<file path="config.mk">
export PLATFORM = sky130hd
export DESIGN_NAME = jt51_ring_loader
export DESIGN_NICKNAME = d
export VERILOG_FILES = /design/src/rtl/jt51_ring_loader.sv
export SDC_FILE = /design/constraint.sdc
export NUM_CORES = 1
export LEC_CHECK = 0
export ABC_AREA = 1
export BUFFER_PORTS_ARGS = -buffer_cell sky130_fd_sc_hd__buf_2
export CELL_PAD_IN_SITES_DETAIL_PLACEMENT = 2
export CELL_PAD_IN_SITES_GLOBAL_PLACEMENT = 2
export CORE_UTILIZATION = 38
export CTS_BUF_LIST = sky130_fd_sc_hd__clkbuf_16
export CTS_CLUSTER_DIAMETER = 100
export CTS_CLUSTER_SIZE = 40
export DETAILED_ROUTE_END_ITERATION = 10
export GPL_TIMING_DRIVEN = 0
export PLACE_DENSITY_LB_ADDON = 0.12
export SETUP_SLACK_MARGIN = 0.3
export SLEW_MARGIN = 5
export SYNTH_ARGS = -nofsm -noshare
export SYNTH_HDL_FRONTEND = slang
export SYNTH_SLANG_ARGS = --single-unit
</file>
<file path="constraint.sdc">
create_clock -name clk -period 6.8 [get_ports clk]
set_input_delay 0.34 -clock clk [delete_from_list [all_inputs] [get_ports clk]]
set_output_delay 0.34 -clock clk [all_outputs]
set_load 0.01 [all_outputs]
</file>
<file path="src/rtl/jt51_ring_loader.sv">
// jt51_ring_loader: write sequencer for a jt51_sh2 circulating ring.
// Owns the ring slot counter and the shifter en/ld/din controls. Host writes
// are queued in a small in-order FIFO. Each write is injected on the
// clock-enabled cycle when its target slot sits at the ring output.
// Optional readback port, built only when JT51_RING_RDBACK_EN is defined;
// otherwise rd_busy/rd_valid/rd_data are tied to 0.
module jt51_ring_loader #(
    parameter int WIDTH  = 5,
    parameter int STAGES = 32,
    parameter int DEPTH  = 4,
    localparam int SW    = $clog2(STAGES)
) (
    input  logic             clk,
    input  logic             rst,
    input  logic             cen,
    input  logic             wr_valid,
    output logic             wr_ready,
    input  logic [SW-1:0]    wr_slot,
    input  logic [WIDTH-1:0] wr_data,
    output logic             sh_en,
    output logic             sh_ld,
    output logic [WIDTH-1:0] sh_din,
    input  logic [WIDTH-1:0] sh_drop,
    output logic [SW-1:0]    slot,
    input  logic             rd_req,
    input  logic [SW-1:0]    rd_slot,
    output logic             rd_busy,
    output logic             rd_valid,
    output logic [WIDTH-1:0] rd_data
);

    localparam int AW = $clog2(DEPTH);
    localparam int CW = $clog2(DEPTH + 1);

    logic [SW-1:0]    r_slot;
    logic [SW-1:0]    r_q_slot [DEPTH];
    logic [WIDTH-1:0] r_q_data [DEPTH];
    logic [AW-1:0]    r_wptr;
    logic [AW-1:0]    r_rptr;
    logic [CW-1:0]    r_cnt;
    logic             r_wr_ready;

    logic             w_empty;
    logic             w_push;
    logic             w_ld;
    logic [CW-1:0]    w_cnt_nxt;

    assign w_empty   = (r_cnt == '0);
    assign w_push    = wr_valid & r_wr_ready;
    // Only the FIFO head is ever compared, so writes retire strictly in order.
    assign w_ld      = cen & ~rst & ~w_empty & (r_q_slot[r_rptr] == r_slot);
    assign w_cnt_nxt = r_cnt + CW'(w_push) - CW'(w_ld);

    assign sh_en    = cen & ~rst;
    assign sh_ld    = w_ld;
    assign sh_din   = w_empty ? '0 : r_q_data[r_rptr];
    assign slot     = r_slot;
    assign wr_ready = r_wr_ready;

    // Slot counter: advances once per slot time, wraps naturally at STAGES.
    always_ff @(posedge clk or posedge rst) begin
        if (rst)
            r_slot <= '0;
        else if (cen)
            r_slot <= r_slot + SW'(1);
    end

    // FIFO storage: contents need no reset, occupancy lives in r_cnt.
    always_ff @(posedge clk) begin
        if (w_push) begin
            r_q_slot[r_wptr] <= wr_slot;
            r_q_data[r_wptr] <= wr_data;
        end
    end

    // FIFO pointers and occupancy; ready is registered from next occupancy,
    // so a full FIFO stays closed for the cycle even if it pops.
    always_ff @(posedge clk or posedge rst) begin
        if (rst) begin
            r_wptr     <= '0;
            r_rptr     <= '0;
            r_cnt      <= '0;
            r_wr_ready <= 1'b1;
        end else begin
            if (w_push)
                r_wptr <= r_wptr + AW'(1);
            if (w_ld)
                r_rptr <= r_rptr + AW'(1);
            r_cnt      <= w_cnt_nxt;
            r_wr_ready <= (w_cnt_nxt != CW'(DEPTH));
        end
    end

`ifdef JT51_RING_RDBACK_EN
    logic             r_rd_busy;
    logic             r_rd_valid;
    logic [SW-1:0]    r_rd_slot;
    logic [WIDTH-1:0] r_rd_data;
    logic             w_cap;

    // Capture uses sh_drop directly, which is the pre-load value of the slot.
    assign w_cap = r_rd_busy & cen & (r_slot == r_rd_slot);

    // Readback: latch request when idle, capture when the slot passes by.
    always_ff @(posedge clk or posedge rst) begin
        if (rst) begin
            r_rd_busy  <= 1'b0;
            r_rd_valid <= 1'b0;
            r_rd_slot  <= '0;
            r_rd_data  <= '0;
        end else begin
            r_rd_valid <= w_cap;
            if (w_cap) begin
                r_rd_data <= sh_drop;
                r_rd_busy <= 1'b0;
            end else if (rd_req && !r_rd_busy) begin
                r_rd_slot <= rd_slot;
                r_rd_busy <= 1'b1;
            end
        end
    end

    assign rd_busy  = r_rd_busy;
    assign rd_valid = r_rd_valid;
    assign rd_data  = r_rd_data;
`else
    logic w_unused_rd;
    assign w_unused_rd = ^{rd_req, rd_slot, sh_drop};
    assign rd_busy     = 1'b0;
    assign rd_valid    = 1'b0;
    assign rd_data     = '0;
`endif

endmodule

</file>
==> impl_results.md, run 1 <==
- Syn Inst Count: 216
- CP peak stage delay: 0.45 ns
- Final RePlAce weighted congestion: 0.755
- Die Y: 80.8 µm
- RSZ-0062 raised after global routing: no
- Starting Density: 0.396
- Switching share of power: 0.348
- Area occupied by multi-input gates: 694 µm²
- Total CTS buffers: 5
- First-pass GRT wire length: 8370 µm
- Signal arrival time at the worst endpoint: 3.01 ns
- Final antenna-violating net count: 0
- Final Hold Violating Endpoints: 0
- Worst Path Max Fanout: 6
- Mapped Area: 2360 µm²
- Clk_skew: 0.00782 ns
- H-tree Lvls: 2
- Measured slew at the worst slew-check pin: 1.07 ns
- Worst setup EP type: register
- Die width: 80.8 µm
- Worst EP required: 7.02 ns
- WL final: 5220 µm
- Vias in the first global route: 1732
- Clock slew at reported path FFs: 0.07 ns
- Syn Area/Cell: 10.9 µm²
- Internal: 740 µW
- Max Cap Viol: 0
- Final Setup Violations: 0
- Post-synthesis sequential area ratio: 0.647
- Post-CTS setup buffers: 0
- Drt first pass iters: 4
- Power share of the combinational group: 0.319
- Post-layout min period: 2.79 ns
- FILL cells: 649
- Clock Sink Count: 53
- Share of layout cells above drive strength 1: 0.200
- Hold crit path type: in -> async
- Largest net degree at the start of global routing: 19
- Fmax: 358 MHz
- DRC: 0
- Cell variety after synth: 25
- Syn. warnings: 0
- Flops & latches, synth: 53
- Worst path cell trace: or2_2, nor2_1, nor3_1, nand3_2, inv_1, ha_1, inv_1, ha_1, fa_1, xor2_1, nand2_1
- Power Dens Cells: 409 nW/µm²
- Post-CTS Resized: 0
- Slowest CP cell: nor2_1
- Worst-case clock buffer depth: 2
- Slew margin rel.: 0.286
- # rows: 28
- Initial antenna violation count: 0
- Fin crit share: 0.411
- Status: finished clean
- R2R Setup Slk: 4.01 ns
- Crit path launch type: register
- Reg area: 1530 µm²
- # diodes: 0
- DP HPWL: 3790 µm
- DIE AREA: 6530 µm²
- DR WL/cell: 15.8 µm
- Vias post-DR: 1603
- Clock share of power: 0.257
- NetSw: 395 µW
- Area grow syn2layout: 17.6%
- Critical path type: reg -> reg
- Sequential fraction of design power: 0.424
- Setup_tns: 0 ns
- TritonCTS clock tree: done
- Hold_buf cts: 0
- Core area: 5960 µm²
- Skew-Pair Late Insertion Delay: 0.29 ns
- Global Route Usage Sum: 0.179
- Iteration-0 DRC Markers: 84
- Worst hold slack: 0.0935 ns
- Final Max Slew Viols: 0
- PortBufs: 25
- Worst VDD drop: 0.000175 V
- Leakage: 1.21 nW
- Nets: 287
- Via density per instance: 4.86
- Root Driver: clkbuf_16
- Total gr overflow: 0
- I/O pins: 45
through the flow:
step / power, mW / instance area, µm² / utilization / setup WS, ns / instances
finish: 1.14 / 2770 / 0.466 / 4.01 / 330
global route: 1.22 / 2770 / 0.466 / 3.78 / 330
CTS: 1.16 / 2770 / 0.466 / 3.93 / 330
detailed placement: 0.861 / 2600 / 0.437 / 3.98 / 322
global placement: 0.838 / 2600 / 0.437 / 4.03 / 322
floorplan: 0.726 / 2380 / - / 4.46 / 222
per-layer routing:
metal	global-route usage	part of all wire	vias up
met4	0.0375	0.0086	0
met3	0.0337	0.023	6
met1	0.209	0.42	793
met2	0.336	0.55	26
li1	-	-	778
met5	0	0	-
sequential cells by signal (all words and copies together), names as in the netlist:
name and count:
slot 5, r_wptr 2, r_rptr 2, r_q_slot 20, wr_ready 1, r_q_data 20
r_cnt 3
final timing paths:
path | from | to | depth (start not counted)
max | r_cnt[1] | wr_ready | 11
min | rst | r_cnt[1] | 2
min reg2reg | r_cnt[0] | r_cnt[0] | 1
min in group clk | wr_data[2] | r_q_data[2][2] | 1
max reg2reg | r_cnt[1] | wr_ready | 11
max in group asynchronous | rst | wr_ready | 2
cells in the final DEF (no fill, tap or decap):
master,n
bufinv_16,1
dfrtp_1,12
o21ai_0,11
xnor2_1,1
nand2_1,46
inv_2,2
nand3_2,1
nand4_1,4
buf_4,8
dfstp_2,1
ha_1,7
xor2_1,6
clkbuf_1,2
nand3_1,14
buf_2,27
clkbuf_16,5
nor2_1,28
inv_6,2
nor2_2,2
a21oi_1,6
fa_1,1
conb_1,7
nor3_1,1
nand3b_1,1
edfxtp_1,40
or2_2,1
buf_6,1
inv_1,17
area by class of cell:
type	instances	area share
sequential	53	0.551
multi-input combinational	137	0.250
clock buffer	5	0.0451
timing repair buffer	25	0.0451
tap	75	0.0338
buffer	13	0.0320
inverter	19	0.0257
clock inverter	3	0.0171
cell families after synthesis:
group	share of synthesized area
xor+xnor	0.0260
compound gates	0.0361
buf+inv	0.0679
simple gates	0.176
other cells	0.00159
flops	0.647
fa+ha+maj	0.0456
synth_stat cells:
library cell  count  area, µm²
a21oi_1           6       30.0
o21ai_0          11       55.1
nor3_1            1       5.00
nor2_1           28        105
buf_4             8       60.1
fa_1              1       20.0
dfstp_2           1       26.3
inv_1            17       63.8
buf_2             2       10.0
xnor2_1           1       8.76
inv_2             2       7.51
nand3b_1          1       7.51
nor2_2            2       12.5
nand4_1           4       25.0
clkbuf_1          2       7.51
dfrtp_1          12        300
nand2_1          46        173
edfxtp_1         40       1200
or2_2             1       6.26
buf_6             1       11.3
ha_1              7       87.6
xor2_1            6       52.6
conb_1            1       3.75
nand3_1          14       70.1
nand3_2           1       10.0
power groups by stage:
stage	clock network (mW)	logic (mW)	registers [mW]
after floorplan	0	0.242	0.484
after global routing	0.309	0.415	0.492
after global placement	0	0.352	0.487
after CTS	0.296	0.375	0.485
final	0.292	0.362	0.482
after detailed placement	0	0.369	0.492
worst max-delay path: cells and delay by family (launching register included):
| family | cells | cell delay, ns |
|---|---|---|
| XOR/XNOR | 1 | 0.20 |
| adder cells (fa/ha/maj) | 3 | 0.84 |
| buffers and inverters | 2 | 0.11 |
| flip-flops | 1 | 0.40 |
| AND/OR/NAND/NOR | 5 | 1.18 |
(Power assumes the default switching activity.)
==> inputs of run 2 (changes only) <==
Settings changed: ABC_AREA 1 to 0, CORE_UTILIZATION 38 to 35.
Clock period 6.8 ns to 2.53 ns, I/O delays scaled along.
==> impl_results.md, run 2 <==
- Status: complete, but fails checks
- Failing checks: DRC, setup timing
- Main synth FF type: edfxtp_1
- Syn Inst Count: 143
- Post-synthesis sequential area ratio: 0.652
- Slew margin rel.: 0.579
- PortBufs: 26
- Measured slew at the worst slew-check pin: 0.628 ns
- Worst r2r src: r_rptr[0]
- Worst Path Max Fanout: 2
- Share of layout cells above drive strength 1: 0.356
- Fin crit share: 1.08
- Starting Density: 0.365
- # rows: 29
- FILL cells: 625
- DR WL/cell: 17.6 µm
- Skew-Pair Late Insertion Delay: 0.29 ns
- I/O pins: 45
- R2R Setup Slk: -0.21 ns
- Final Max Slew Viols: 0
- Leading area contributor after synthesis: edfxtp_1
- Top-area cell type share of the netlist area: 0.512
- Syn. warnings: 0
- Drt first pass iters: 6
- Synth async-reset ratio: 0.245
- Die width: 83.9 µm
- First-pass GRT wire length: 7520 µm
- Via density per instance: 4.77
- DIE AREA: 7030 µm²
- Clock Sink Count: 53
- Largest net degree at the start of global routing: 18
- TritonCTS clock tree: done
- Die Y: 83.9 µm
- Most frequent cells in the layout: 40 x edfxtp_1, 25 x buf_2, 12 x dfrtp_1
- Initial antenna violation count: 0
- RSZ-0062 raised after global routing: yes
- Hold depth: 1
- Root Driver: clkbuf_16
- Final core occ: 0.447
- Total CTS buffers: 5
- Post-place setup slack: -0.587 ns
- Worst VDD drop: 0.000433 V
- Max Cap Viol: 0
- Setup_tns: -0.448 ns
- Final Hold Violating Endpoints: 0
- Count leader, synth: edfxtp_1
- Worst setup EP type: register
- Final Setup Violations: 3
- Core area: 6420 µm²
- WL final: 4650 µm
- Area grow syn2layout: 22.5%
- Commonest cells in the netlist: 40 x edfxtp_1, 12 x dfrtp_1, 12 x xnor2_1
- Nets: 220
- Iteration-0 DRC Markers: 51
- Vias post-DR: 1264
- Commonest non-fill, non-tap cell in the layout: edfxtp_1
- Global Route Usage Sum: 0.146
- Signal arrival time at the worst endpoint: 2.96 ns
- Total gr overflow: 0
- Hold crit path type: in -> reg
- Syn Area/Cell: 16.4 µm²
- Mapped Area: 2340 µm²
- Worst-case clock buffer depth: 2
- DRC: 4
- Final std cells w/o fill: 265
- Leakage: 1.13 nW
- Placed Cells: 252
- Power Dens Cells: 1180 nW/µm²
- Final RePlAce weighted congestion: 0.676
- H-tree Lvls: 2
- Clk_skew: 0.00507 ns
- WHS Endpoint: r_q_data[2][4]
- Worst setup margin: -0.212 ns
- Post-synth EDFFs: 40
- Worst EP required: 2.75 ns
- Top area cells in the synthesized netlist: edfxtp_1 51%, dfrtp_1 13%, mux4_1 5.6%
- Vias in the first global route: 1438
- Worst r2r path cells: 13
- Fmax: 365 MHz
- Clock slew at reported path FFs: 0.07 ns
- Hold path startpoint: wr_data[4]
- # diodes: 0
- DP HPWL: 3410 µm
- Critical path type: reg -> reg
- Crit path launch type: register
- R2R Path End: wr_ready
- Final antenna-violating net count: 0
- Flops & latches, synth: 53
- Cell variety after synth: 32
- Post-layout min period: 2.74 ns
run 2: metrics by stage:
stage	cell area [µm²]	power, mW	hold WS (ns)
floorplan	2380	2.17	0.00274
global placement	2610	2.46	0.175
detailed placement	2610	2.57	0.210
CTS	2840	3.40	0.0436
global route	2870	3.61	0.0438
finish	2870	3.39	0.0532
run 2: critical path: stages (launching register included):
cell and delay, ns:
dfrtp_1 0.34, buf_6 0.11, mux4_2 0.54, xor2_2 0.17
nor3b_2 0.19, o21ai_1 0.10, nor2_2 0.13, ha_1 0.16
inv_2 0.04, ha_4 0.14, fa_2 0.35, xor2_2 0.18
xnor2_2 0.13, nand2_1 0.08
run 2: routing by layer:
metal | wire, µm | GRT usage | share of wire
met5 | 0 | 0 | 0
met4 | 46 | 0.0376 | 0.0099
met3 | 160 | 0.0415 | 0.034
met2 | 2560 | 0.265 | 0.55
met1 | 1890 | 0.170 | 0.41
run 2: final cells by class:
type / instances / area [µm²] / area share
tap: 77 / 96.3 / 0.0335
sequential: 53 / 1530 / 0.532
timing repair buffer: 31 / 176 / 0.0614
clock inverter: 3 / 43.8 / 0.0152
buffer: 10 / 86.3 / 0.0301
inverter: 7 / 26.3 / 0.00915
multi-input combinational: 79 / 791 / 0.275
clock buffer: 5 / 125 / 0.0436
run 2: how the worst max path moves through the flow:
stage,startpoint,end,slack [ns]
6_report,r_rptr[0],wr_ready,-0.21
5_1_grt,r_rptr[0],wr_ready,-0.39
4_1_cts,r_rptr[0],wr_ready,-0.27
3_5_place_dp,r_rptr[1],wr_ready,-0.59
3_3_place_gp,r_rptr[1],wr_ready,-0.45
2_1_floorplan,r_rptr[0],wr_ready,-0.23
run 2: power breakdown:
part	total [mW]	switching, mW	internal [mW]
sequential	1.35	0.172	1.18
clock	0.760	0.292	0.468
combinational	1.28	0.657	0.623
total	3.39	1.12	2.27
run 2: cells by family after synthesis:
| logic type | after synthesis | synth area share |
|---|---|---|
| mux | 15 | 0.105 |
| compound gates | 6 | 0.0149 |
| simple gates | 27 | 0.0726 |
| other cells | 1 | 0.00160 |
| xor+xnor | 16 | 0.0630 |
| fa+ha+maj | 8 | 0.0459 |
| buf+inv | 17 | 0.0454 |
| flops | 53 | 0.652 |
run 2: repair_timing:
| action | 4_1_cts | 5_1_grt |
|---|---|---|
| gates resized for setup | 7 | 3 |
| hold buffers | 1 | 0 |
| setup buffers | 3 | 1 |
| hold endpoints to repair | 12 | 0 |
| setup endpoints to repair | 5 | 5 |
| pin swaps | 6 | 0 |
==> inputs of run 3 (changes only) <==
Settings changed: ABC_AREA 0 to 1, CORE_UTILIZATION 35 to 31.
==> impl_results.md, run 3 (same netlist as run 1, synthesis figures left out) <==
- Final core occ: 0.420
- Core area: 7290 µm²
- Worst setup margin: 0.112 ns
- Final Setup Violations: 0
- Leakage: 1.29 nW
- # rows: 31
- Slew margin rel.: 0.260
- Final Hold Violating Endpoints: 0
- Worst-case clock buffer depth: 2
- Worst EP required: 2.75 ns
- Worst VDD drop: 0.000363 V
- Die Y: 89.2 µm
- Critical path type: reg -> reg
- Commonest non-fill, non-tap cell in the layout: edfxtp_1
- DRC: 0
- Root Driver: clkbuf_16
- WL final: 5790 µm
- Skew-Pair Late Insertion Delay: 0.29 ns
- PortBufs: 25
- Share of layout cells above drive strength 1: 0.352
- Final RePlAce weighted congestion: 0.697
- H-tree Lvls: 2
- Clk_skew: 0.00499 ns
- Signal arrival time at the worst endpoint: 2.64 ns
- Area occupied by multi-input gates: 830 µm²
- Total CTS buffers: 5
- DIE AREA: 7960 µm²
- Nets: 302
- Power Dens Cells: 1060 nW/µm²
- Area post-placement: 2660 µm²
- DR WL/cell: 15.7 µm
- Measured slew at the worst slew-check pin: 1.11 ns
- Fmax: 414 MHz
- DP HPWL: 3750 µm
- Max Cap Viol: 0
- Initial antenna violation count: 0
- Vias in the first global route: 1765
- Clock slew at reported path FFs: 0.07 ns
- Worst Path Max Fanout: 4
- RSZ-0062 raised after global routing: yes
- Setup_tns: 0 ns
- Fin crit share: 0.956
- Reg area: 1530 µm²
- Final Max Slew Viols: 0
- Area grow syn2layout: 29.7%
- Design Area, Final: 3060 µm²
- First-pass GRT wire length: 8840 µm
- Final std cells w/o fill: 369
- FILL cells: 805
- Largest net degree at the start of global routing: 18
- Power after layout: 3.25 mW
- Most frequent cells in the layout: 40 x edfxtp_1, 35 x nand2_1, 26 x nor2_1, 26 x buf_2, 18 x buf_4
- Vias post-DR: 1670
- Placed Cells: 346
- Post-layout min period: 2.42 ns
- Starting Density: 0.324
- Iteration-0 DRC Markers: 40
- Worst setup EP type: register
- Status: finished clean
- Hold crit path type: in -> reg
- I/O pins: 45
- Die width: 89.2 µm
- Worst hold slack: 0.0437 ns
- Clock Sink Count: 53
- Total gr overflow: 0
- Crit path launch type: register
- TritonCTS clock tree: done
- # diodes: 0
- Post-place setup slack: -0.112 ns
- Drt first pass iters: 4
- Global Route Usage Sum: 0.157
- Via density per instance: 4.53
- Final antenna-violating net count: 0
==> run 3: changes by cell type in the layout (fill, tap and decap cells not counted), moves of 5 or more <==
cell	previous run	this run
buf_4	11	18
inv_1	6	15
mux2i_1	5	0
mux4_1	5	0
nand2_1	3	35
nand2_2	0	10
nand3_1	0	5
nand3_2	0	9
nor2_1	3	26
nor2b_1	7	0
o21ai_0	1	11
xnor2_1	11	1
==> run 3: layer usage <==
| layer | wire length (µm) | track usage |
|---|---|---|
| met1 | 2440 | 0.182 |
| met2 | 3090 | 0.293 |
| met3 | 158 | 0.0305 |
| met4 | 100 | 0.0476 |
| met5 | 0 | 0 |
==> run 3: path summary, 6_finish.rpt <==
check / endpoint / slack [ns] / cells past startpoint / startpoint
min in group asynchronous: r_cnt[1] / 0.44 / 3 / rst
worst min-delay path: r_q_data[0][2] / 0.04 / 1 / wr_data[2]
worst max register to register: wr_ready / 0.11 / 16 / r_rptr[0]
worst max-delay path: wr_ready / 0.11 / 16 / r_rptr[0]
worst min register to register: slot[3] / 0.55 / 1 / slot[3]
max in group asynchronous: r_rptr[1] / 1.70 / 3 / rst
==> run 3: report_power, final <==
part | internal [mW] | leakage [nW] | total, mW | switching, mW
clock network | 0.369 | 0.0718 | 0.678 | 0.309
logic | 0.519 | 0.706 | 1.26 | 0.736
registers | 1.17 | 0.517 | 1.32 | 0.149
==> run 3: worst max-delay path, cell delays in order, from the launching register on <==
cell     delay, ns
dfrtp_2       0.45
inv_4         0.09
buf_6         0.12
nand2_1       0.08
nand3_2       0.09
nand2_2       0.05
nand2_1       0.06
nand2_1       0.07
nor2_2        0.14
nand3_2       0.10
inv_2         0.10
ha_4          0.20
inv_4         0.05
ha_4          0.12
fa_2          0.46
nor2_2        0.09
nand2_1       0.06
==> run 3: cell type report <==
cell class                      instances  share of cell area
Sequential cell                        53               0.500
Multi-Input combinational cell        137               0.271
Timing Repair Buffer                   40              0.0822
Clock buffer                            5              0.0409
Tap cell                               99              0.0405
Buffer                                 13              0.0327
Inverter                               19              0.0258
Clock inverter                          3             0.00695
==> run 3: what timing repair did <==
item                                    in CTS  in global routing
setup buffers                               12                  1
pin swaps                                    8                  5
hold buffers                                 1                  0
cloned                                       1                  0
endpoints found under the setup margin       3                  4
gates resized for setup                     32                  8
hold endpoints to repair                    12                  0
